--- src/rtl/dmem_arb_pkg.sv ---
// Shared definitions for the data-memory arbiter.
// - arb_state_e : ownership FSM encoding (IDLE, OWN0, OWN1)
// - P_CPU/P_DMA : requester indices used by the selector and the top level
// - own_state() : maps a port index to its ownership state
package dmem_arb_pkg;

    typedef enum logic [1:0] {
        IDLE = 2'd0,
        OWN0 = 2'd1,
        OWN1 = 2'd2
    } arb_state_e;

    localparam logic P_CPU = 1'b0;
    localparam logic P_DMA = 1'b1;

    function automatic arb_state_e own_state(input logic port);
        return (port == P_DMA) ? OWN1 : OWN0;
    endfunction

endpackage

--- src/rtl/dmem_arbiter_if.sv ---
// Bundle of the two requester ports and the memory-side port of the arbiter.
// - req/we/lock/addr/wdata 0/1 : requests into the arbiter
// - gnt/rvalid/rdata/err 0/1   : grant (comb) and registered responses
// - mem_we/mem_a/mem_wd/mem_rd : single-port memory, sync write, async read
// Modports: slave = arbiter side, master = requesters plus memory model.
interface dmem_arbiter_if;

    logic        req0, req1;
    logic        we0, we1;
    logic        lock0, lock1;
    logic [31:0] addr0, addr1;
    logic [31:0] wdata0, wdata1;
    logic        gnt0, gnt1;
    logic        rvalid0, rvalid1;
    logic [31:0] rdata0, rdata1;
    logic        err0, err1;
    logic        mem_we;
    logic [31:0] mem_a;
    logic [31:0] mem_wd;
    logic [31:0] mem_rd;

    modport slave (
        input  req0, req1, we0, we1, lock0, lock1, addr0, addr1, wdata0, wdata1,
        output gnt0, gnt1, rvalid0, rvalid1, rdata0, rdata1, err0, err1,
        output mem_we, mem_a, mem_wd,
        input  mem_rd
    );

    modport master (
        output req0, req1, we0, we1, lock0, lock1, addr0, addr1, wdata0, wdata1,
        input  gnt0, gnt1, rvalid0, rvalid1, rdata0, rdata1, err0, err1,
        input  mem_we, mem_a, mem_wd,
        output mem_rd
    );

endinterface

--- src/rtl/dmem_rr_pick.sv ---
// Combinational 2-way selector.
// - req   : {req1, req0}
// - state : current ownership state; an owner that still requests always wins
// - last  : port granted most recently; on a tie the other port wins
// - sel   : selected port index (0 when nobody requests)
// - any   : at least one request present
module dmem_rr_pick
    import dmem_arb_pkg::*;
(
    input  logic [1:0] req,
    input  arb_state_e state,
    input  logic       last,
    output logic       sel,
    output logic       any
);

    always_comb begin
        sel = P_CPU;
        any = |req;
        if (state == OWN0 && req[0]) begin
            sel = P_CPU;
        end else if (state == OWN1 && req[1]) begin
            sel = P_DMA;
        end else begin
            // Owner dropped its request (or no owner): plain round-robin.
            unique case (req)
                2'b01:   sel = P_CPU;
                2'b10:   sel = P_DMA;
                2'b11:   sel = ~last;
                default: sel = P_CPU;
            endcase
        end
    end

endmodule

--- src/rtl/dmem_arbiter.sv ---
// Data-memory arbiter: shares one single-port memory between the core (port 0)
// and the DMA/test loader (port 1). At most one access per cycle, round-robin
// with an optional bounded burst lock.
// - clk, rst : clock and synchronous active-high reset
// - bus      : requester ports, registered responses and memory port
// Parameters: DEPTH words of memory, MAX_LOCK consecutive locked grants max.
module dmem_arbiter
    import dmem_arb_pkg::*;
#(
    parameter int unsigned DEPTH    = 256,
    parameter int unsigned MAX_LOCK = 8
) (
    input  logic           clk,
    input  logic           rst,
    dmem_arbiter_if.slave  bus
);

    localparam int unsigned CNT_W = (MAX_LOCK > 1) ? $clog2(MAX_LOCK) : 1;

    arb_state_e       state_q, state_d;
    logic             last_q, last_d;
    logic [CNT_W-1:0] lock_cnt_q, lock_cnt_d;
    logic [CNT_W-1:0] cnt_eff;

    logic        sel, any;
    logic        gnt_any, gnt0, gnt1;
    logic        we_sel, lock_sel, in_range;
    logic [31:0] addr_sel, wdata_sel;

    logic        rvalid0_q, rvalid1_q;
    logic [31:0] rdata0_q, rdata1_q;
    logic        err0_q, err1_q;

    dmem_rr_pick u_pick (
        .req   ({bus.req1, bus.req0}),
        .state (state_q),
        .last  (last_q),
        .sel   (sel),
        .any   (any)
    );

    // Address/data mux; port 0 is presented when nobody requests.
    always_comb begin
        addr_sel  = (sel == P_DMA) ? bus.addr1  : bus.addr0;
        wdata_sel = (sel == P_DMA) ? bus.wdata1 : bus.wdata0;
        we_sel    = (sel == P_DMA) ? bus.we1    : bus.we0;
        lock_sel  = (sel == P_DMA) ? bus.lock1  : bus.lock0;
        in_range  = (addr_sel < 32'(DEPTH));
        gnt_any   = any & ~rst;
        gnt0      = gnt_any & bus.req0 & (sel == P_CPU);
        gnt1      = gnt_any & bus.req1 & (sel == P_DMA);
    end

    assign bus.gnt0   = gnt0;
    assign bus.gnt1   = gnt1;
    // Out-of-range writes are dropped so the memory never aliases them.
    assign bus.mem_we = gnt_any & we_sel & in_range;
    assign bus.mem_a  = addr_sel;
    assign bus.mem_wd = wdata_sel;

    // Lock count only carries over while the granted port already owns the bus.
    always_comb begin
        state_d    = IDLE;
        lock_cnt_d = '0;
        last_d     = last_q;
        cnt_eff    = (state_q == own_state(sel)) ? lock_cnt_q : '0;
        if (gnt_any) begin
            last_d = sel;
            if (lock_sel && (32'(cnt_eff) < MAX_LOCK - 1)) begin
                state_d    = own_state(sel);
                lock_cnt_d = cnt_eff + CNT_W'(1);
            end
        end
    end

    always_ff @(posedge clk) begin
        if (rst) begin
            state_q    <= IDLE;
            last_q     <= 1'b1;
            lock_cnt_q <= '0;
            rvalid0_q  <= 1'b0;
            rvalid1_q  <= 1'b0;
            rdata0_q   <= '0;
            rdata1_q   <= '0;
            err0_q     <= 1'b0;
            err1_q     <= 1'b0;
        end else begin
            state_q    <= state_d;
            last_q     <= last_d;
            lock_cnt_q <= lock_cnt_d;
            rvalid0_q  <= gnt0 & ~bus.we0;
            rvalid1_q  <= gnt1 & ~bus.we1;
            err0_q     <= gnt0 & ~in_range;
            err1_q     <= gnt1 & ~in_range;
            if (gnt0 && !bus.we0) begin
                rdata0_q <= in_range ? bus.mem_rd : '0;
            end
            if (gnt1 && !bus.we1) begin
                rdata1_q <= in_range ? bus.mem_rd : '0;
            end
        end
    end

    assign bus.rvalid0 = rvalid0_q;
    assign bus.rvalid1 = rvalid1_q;
    assign bus.rdata0  = rdata0_q;
    assign bus.rdata1  = rdata1_q;
    assign bus.err0    = err0_q;
    assign bus.err1    = err1_q;

endmodule

--- src/flat_wrapper.sv ---
// flat-port wrapper written by rule: the top's interface ports become plain ports
module dmem_arbiter_flat import dmem_arb_pkg::*;
#(
    parameter int unsigned DEPTH    = 256,
    parameter int unsigned MAX_LOCK = 8
)
  (clk, rst, bus_req0, bus_req1, bus_we0, bus_we1, bus_lock0, bus_lock1, bus_addr0, bus_addr1, bus_wdata0, bus_wdata1, bus_gnt0, bus_gnt1, bus_rvalid0, bus_rvalid1, bus_rdata0, bus_rdata1, bus_err0, bus_err1, bus_mem_we, bus_mem_a, bus_mem_wd, bus_mem_rd);
  dmem_arbiter_if bus_i ();
  input  logic clk;
  input  logic rst;
  input wire logic [$bits(bus_i.req0)-1:0] bus_req0;
  input wire logic [$bits(bus_i.req1)-1:0] bus_req1;
  input wire logic [$bits(bus_i.we0)-1:0] bus_we0;
  input wire logic [$bits(bus_i.we1)-1:0] bus_we1;
  input wire logic [$bits(bus_i.lock0)-1:0] bus_lock0;
  input wire logic [$bits(bus_i.lock1)-1:0] bus_lock1;
  input wire logic [$bits(bus_i.addr0)-1:0] bus_addr0;
  input wire logic [$bits(bus_i.addr1)-1:0] bus_addr1;
  input wire logic [$bits(bus_i.wdata0)-1:0] bus_wdata0;
  input wire logic [$bits(bus_i.wdata1)-1:0] bus_wdata1;
  output wire logic [$bits(bus_i.gnt0)-1:0] bus_gnt0;
  output wire logic [$bits(bus_i.gnt1)-1:0] bus_gnt1;
  output wire logic [$bits(bus_i.rvalid0)-1:0] bus_rvalid0;
  output wire logic [$bits(bus_i.rvalid1)-1:0] bus_rvalid1;
  output wire logic [$bits(bus_i.rdata0)-1:0] bus_rdata0;
  output wire logic [$bits(bus_i.rdata1)-1:0] bus_rdata1;
  output wire logic [$bits(bus_i.err0)-1:0] bus_err0;
  output wire logic [$bits(bus_i.err1)-1:0] bus_err1;
  output wire logic [$bits(bus_i.mem_we)-1:0] bus_mem_we;
  output wire logic [$bits(bus_i.mem_a)-1:0] bus_mem_a;
  output wire logic [$bits(bus_i.mem_wd)-1:0] bus_mem_wd;
  input wire logic [$bits(bus_i.mem_rd)-1:0] bus_mem_rd;
  assign bus_i.req0 = bus_req0;
  assign bus_i.req1 = bus_req1;
  assign bus_i.we0 = bus_we0;
  assign bus_i.we1 = bus_we1;
  assign bus_i.lock0 = bus_lock0;
  assign bus_i.lock1 = bus_lock1;
  assign bus_i.addr0 = bus_addr0;
  assign bus_i.addr1 = bus_addr1;
  assign bus_i.wdata0 = bus_wdata0;
  assign bus_i.wdata1 = bus_wdata1;
  assign bus_gnt0 = bus_i.gnt0;
  assign bus_gnt1 = bus_i.gnt1;
  assign bus_rvalid0 = bus_i.rvalid0;
  assign bus_rvalid1 = bus_i.rvalid1;
  assign bus_rdata0 = bus_i.rdata0;
  assign bus_rdata1 = bus_i.rdata1;
  assign bus_err0 = bus_i.err0;
  assign bus_err1 = bus_i.err1;
  assign bus_mem_we = bus_i.mem_we;
  assign bus_mem_a = bus_i.mem_a;
  assign bus_mem_wd = bus_i.mem_wd;
  assign bus_i.mem_rd = bus_mem_rd;
  dmem_arbiter #(.DEPTH(DEPTH), .MAX_LOCK(MAX_LOCK)) u_core (.clk(clk), .rst(rst), .bus(bus_i));
endmodule
--- config.mk ---
export PLATFORM = sky130hd
export DESIGN_NAME = dmem_arbiter_flat
export DESIGN_NICKNAME = d
export VERILOG_FILES = /design/src/rtl/dmem_arb_pkg.sv /design/src/rtl/dmem_arbiter_if.sv /design/src/rtl/dmem_rr_pick.sv /design/src/rtl/dmem_arbiter.sv /design/src/flat_wrapper.sv
export SDC_FILE = /design/constraint.sdc
export NUM_CORES = 1
export LEC_CHECK = 0
export ABC_AREA = 1
export CAP_MARGIN = 5
export CORE_MARGIN = 2
export CORE_UTILIZATION = 31
export CTS_CLUSTER_SIZE = 12
export DETAILED_ROUTE_END_ITERATION = 10
export PLACE_DENSITY = 0.78
export SLEW_MARGIN = 10
export SYNTH_ARGS = -nofsm -noshare
export SYNTH_HDL_FRONTEND = slang
export SYNTH_SLANG_ARGS = --single-unit
--- constraint.sdc ---
create_clock -name clk -period 1.8 [get_ports clk]
set_input_delay 0.18 -clock clk [delete_from_list [all_inputs] [get_ports clk]]
set_output_delay 0.18 -clock clk [all_outputs]
set_load 0.01 [all_outputs]
### Yosys cells after proc, flatten, opt, wreduce, memory -nomap -nowiden

Cells that the tools add are included.

* output and inout bits: 135
* word-level logic and storage cells: 55
* register bits after elaboration: 74

* $add $sub $neg: 1
* $lt $le $gt $ge: 2
* reduce and logical (&&, ||, !) cells: 9
* bitwise logic cells: 19
* equality and inequality tests: 5
* mux-type cells: 10

Operators by type and width (count)
* 32-bit two-way mux: 3
* 32-bit by 9-bit < comparator with 1-bit output, second input constant: 1
* 1-bit AND: 11
* 1-bit NOT: 8
* 2-bit == test, second input constant: 3
* 1-bit logical AND: 5
* 1-bit two-way mux: 4
* 3-bit by 1-bit adder with 3-bit output, second input constant: 1
* 3-bit < comparator, second input constant: 1
* 3-bit two-way mux: 1
* 3-bit OR reduction: 1
* 2-bit by 1-bit == test with 1-bit output, second input constant: 1
* 2-bit == test: 1
* 1-bit zero test: 2
* 2-bit two-way mux: 1
* 1-bit case mux with 2 select lines: 1
* 2-bit OR reduction: 1

### Depth between registers and ports, before layout

* depth in word-level cells: 11
* mapped depth: 16
* mapped depth without buffers: 14

### Modules after synthesis

Synthesis repeated with hierarchy kept, for this count alone.

* cells, all modules: 585
* area, all modules: 3841.2 µm²

Modules (own cells, without submodules)
* dmem_arbiter: area an instance 3801.1 µm², instances 1, sequential area each 1481.4 µm², cells each 575
* dmem_rr_pick: area an instance 40.0 µm², instances 1, sequential area each 0.0 µm², cells each 10

### Worst setup path before layout

OpenSTA, ideal clock, no wires.

* kind: register to output
* from: register u_core.state_q[0]
* to: output port bus_mem_we
* required time: 1620 ps
* buffers on the path: 3
* stages on the path, launching flop included: 16
* arrival: 1686 ps
* slack: -66 ps
* cell sequence: dfxtp_1 > inv_1 > nand2_1 > nand2_1 > nand2_2 > nand2_2 > buf_6 > buf_6 > nand2_1 > nand2_1 > nor2_1 > nand2_1 > nor2_2 > buf_6 > nand2_1 > nor2_1

* cells in the longest elaborated chain, start to end: 7

RTL lines
* start: declaration: line dmem_arbiter.sv:20 `arb_state_e state_q, state_d;`
* start signal: assignment: line dmem_arbiter.sv:88 `state_q <= state_d;`
* 2-bit == test: line dmem_rr_pick.sv:22 `end else if (state == OWN1 && req[1]) begin`
* 1-bit logical AND: line dmem_rr_pick.sv:22
* 1-bit two-way mux: line dmem_rr_pick.sv:22
* 1-bit two-way mux *: line dmem_rr_pick.sv:20 `if (state == OWN0 && req[0]) begin`
* 32-bit two-way mux *: line dmem_arbiter.sv:44 `addr_sel = (sel == P_DMA) ? bus.addr1 : bus.addr0;`
* named net bus_mem_a[10]: line flat_wrapper.sv:30 `output wire logic [$bits(bus_i.mem_a)-1:0] bus_mem_a;`
* 32-bit by 9-bit < comparator with 1-bit output *: line dmem_arbiter.sv:48 `in_range = (addr_sel < 32'(DEPTH));`
* 1-bit AND *: line dmem_arbiter.sv:57 `assign bus.mem_we = gnt_any & we_sel & in_range;`
* end: declaration: line flat_wrapper.sv:29 `output wire logic [$bits(bus_i.mem_we)-1:0] bus_mem_we;`

The timed path passes the listed nets; every way through them passes the cells marked *.

### Worst setup path after layout

* from: register u_core.state_q[0]
* to: output port bus_mem_we

* cells in the longest elaborated chain, start to end: 7

RTL lines (line)
* 2-bit == test: dmem_rr_pick.sv:22
* 1-bit logical AND: dmem_rr_pick.sv:22
* 1-bit two-way mux: dmem_rr_pick.sv:22
* 1-bit two-way mux *: dmem_rr_pick.sv:20
* 32-bit two-way mux or 1-bit two-way mux (tied branches): dmem_arbiter.sv:44, dmem_arbiter.sv:46
* 32-bit by 9-bit < comparator with 1-bit output or 1-bit AND (tied branches): dmem_arbiter.sv:48, dmem_arbiter.sv:57
* 1-bit AND *: dmem_arbiter.sv:57

Mark *: on every way between the ends. The rest lies on a longest branch, timed or not.

==> run summary <==
Crit Reg-Reg Startpoint - u_core.state_q[0]$_SDFF_PP0_
Clk pwr share - 0.341
FF/Latch Area - 1480 sq um
Synth Cell Area - 4010 sq um
Rel. slew slack - 0.749
Sequential Power Share - 0.301
Peak supply drop - 0.576 mV
RSZ-0062 raised after global routing - yes
Failing checks - setup timing
GRT overflow - 0
First-pass GRT wire length - 32.3 mm
Area share of the largest cell type after synthesis - 0.370
Clk buf depth - 2
CTS H-tree lvls - 3
DR iter-0 viols - 735
Area leader, netlist - dfxtp_1
Total CTS buffers - 9
Fin worst setup slack - -0.435 ns
CORE AREA - 12,600 sq um
Max Cap Viol - 0
Worst Skew - 0.0113 ns
Comb power frac - 0.357
Hold-fix buffers at CTS - 0
Hold Path Class - input pin to flip-flop
Clk slew on worst S/H paths - 0.07 ns
WHS Path Cells - 3
DR vias - 5,945
# DRC - 0
Critical Path, Cell by Cell - inv_2 -> nand2_1 -> nand2_1 -> nand2_2 -> nand2_4 -> buf_12 -> buf_12 -> nand2_4 -> nand2_4 -> nor2_2 -> nand2_2 -> nor2_4 -> nand2_2 -> nor2_2 -> buf_2
Chip Height - 118 microns
Slew Limit Fails - 0
Post-DR vias/cell - 5.00
Most frequent cells in the layout - clkdlybuf4s50_1, nand2_1, nand3_1
Largest net degree at the start of global routing - 64
Area delta synth->final - 132%
Mean Syn Cell Area - 6.42 sq um
Crit-path slowest cell - dfxtp_2
Post-DP HPWL - 13.4 mm
Hold Path Origin - bus_mem_rd[11]
Clock sink count - 74
Cell count after synthesis - 624
1st-pass router iterations - 6
Port Buffers - 302
Final setup fails - 125
NetSw - 1.65 mW
I/O Pins - 303
Vias in the first global route - 5,845
Register area share after synthesis - 0.370
Slew @ Worst Pin - 0.376 ns
Commonest non-fill, non-tap cell in the layout - clkdlybuf4s50_1
Crit path from - u_core.state_q[0]$_SDFF_PP0_
Internal Power - 3.85 mW
Initial Util - 0.317
Synth cell types - 26
Pwr dens - 590 nW/um^2
Tcrit/Tclk final - 1.24
CTS tree - done
Syn nets - 793
Share of cells above drive strength 1 - 0.329
Filler cell count - 940
R2R depth - 18
Hold Fails Final Rpt - 0
Final core occ - 0.738
Switching part of the total - 0.300
GP Congestion - 0.913
Total Wirelength - 22.0 mm
Worst Setup Start Kind - flip-flop
Top post-synthesis cells by area - dfxtp_1, nand2_1, nand4_1, nand3_1, inv_1
Fmax - 0.447 GHz
Worst-path maximum fanout - 7
CP endpoint kind - output pin
Area of the multi-input gates - 2490 sq um
Post-route ant nets - 0
Row cnt - 41
Worst-skew pair later-pin latency - 0.33 ns
Slowest Stage Delay on Critical Path - 0.34 ns
CP Class - flip-flop to output pin
Initial antenna violation count - 4
Yosys warns - 0
Layout Nets - 1,176
CP Data Required Time - 1.62 ns
Minimum clock period after layout - 2.24 ns
Pleak - 4.44 nW
WP data arrival - 2.06 ns
Die Area - 13,800 sq um
Clock root cell - clkbuf_16
Avg WL per Cell - 18.5 microns
Outcome - finished, violations left
Yosys reg bits - 74
Die X - 118 microns
Sum Neg Setup Slack - -34.23 ns
GRT Total Usage - 0.294
[flip-flops by register name, summed over array words and instances, names as in the netlist]
name / flops
u_core.bus.rdata0: 32
u_core.bus.rdata1: 32
u_core.lock_cnt_q: 3
u_core.state_q: 2
u_core.bus.err0: 1
u_core.bus.err1: 1
u_core.bus.rvalid0: 1
u_core.bus.rvalid1: 1
u_core.last_q: 1
[layer usage]
layer	wire length [microns]	global-route usage	vias to the layer above	part of all wire
met4	650	0.104	0	0.030
met3	1690	0.0630	52	0.077
met5	0	0	-	0
met1	8010	0.333	2772	0.36
met2	11600	0.541	327	0.53
li1	-	-	2794	-
[synthesized netlist by cell type (all sizes together)]
| cell | n |
|---|---|
| a21oi | 2 |
| a31oi | 1 |
| buf | 27 |
| clkbuf | 21 |
| dfxtp | 74 |
| ha | 1 |
| inv | 57 |
| nand2 | 263 |
| nand3 | 78 |
| nand3b | 7 |
| nand4 | 64 |
| nor2 | 23 |
| nor3 | 1 |
| o211ai | 2 |
| o21a | 1 |
| or2 | 1 |
| xnor2 | 1 |
[area by class of cell]
cell class,instances,area share
Timing Repair Buffer,420,0.493
Multi-Input combinational cell,445,0.267
Sequential cell,74,0.159
Clock buffer,9,0.0242
Inverter,57,0.0232
Tap cell,172,0.0231
Clock inverter,7,0.00887
Antenna cell,4,0.00107
[worst paths after layout]
kind                                        end  slack, ns
max reg2reg  u_core.bus.rdata0[15]$_SDFFE_PP0P_      -0.43
min          u_core.bus.rdata1[11]$_SDFFE_PP0P_       0.44
min reg2reg  u_core.bus.rdata0[28]$_SDFFE_PP0P_       0.47
max                                  bus_mem_we      -0.44
[through the flow]
step	std cells	hold WS (ns)	total power [mW]	setup WS, ns	area, sq um
6_report	1188	0.436	5.50	-0.435	9310
5_1_grt	1188	0.454	5.70	-0.544	9310
4_1_cts	1181	0.430	5.33	-0.399	8870
3_5_place_dp	1102	0.458	3.19	-0.877	7450
3_3_place_gp	1102	0.455	3.19	-0.830	7450
2_1_floorplan	624	0.328	2.21	-0.0172	4020
[power by group through the flow]
stage | combinational, mW | sequential, mW | clock [mW]
floorplan | 0.510 | 1.69 | 0
global placement | 1.50 | 1.69 | 0
detailed placement | 1.49 | 1.69 | 0
CTS | 1.78 | 1.66 | 1.89
global route | 2.08 | 1.66 | 1.97
finish | 1.96 | 1.66 | 1.88
[repair_timing]
| action | CTS | global route |
|---|---|---|
| resized for setup | 422 | 111 |
| cloned | 18 | 1 |
| endpoints found under the hold margin | 0 | 0 |
| pin swaps | 86 | 40 |
| setup buffers | 46 | 9 |
| endpoints found under the setup margin | 138 | 135 |
[critical path: cells and delay by family, from the launching register on]
family	cells	cell delay, ns
AND/OR/NAND/NOR	11	0.91
buffers and inverters	4	0.47
flip-flops	1	0.34
[cell families (layout without fill, tap and decap cells)]
logic type / after synthesis / after routing / synth area share
AO/OA/AOI/OAI: 6 / 6 / 0.0106
XOR/XNOR: 1 / 1 / 0.00219
adder cells (fa/ha/maj): 1 / 1 / 0.00312
buffers and inverters: 105 / 493 / 0.125
flip-flops: 74 / 74 / 0.370
other: 0 / 4 / 0
AND/OR/NAND/NOR: 437 / 437 / 0.489
(Power assumes the default switching activity.)
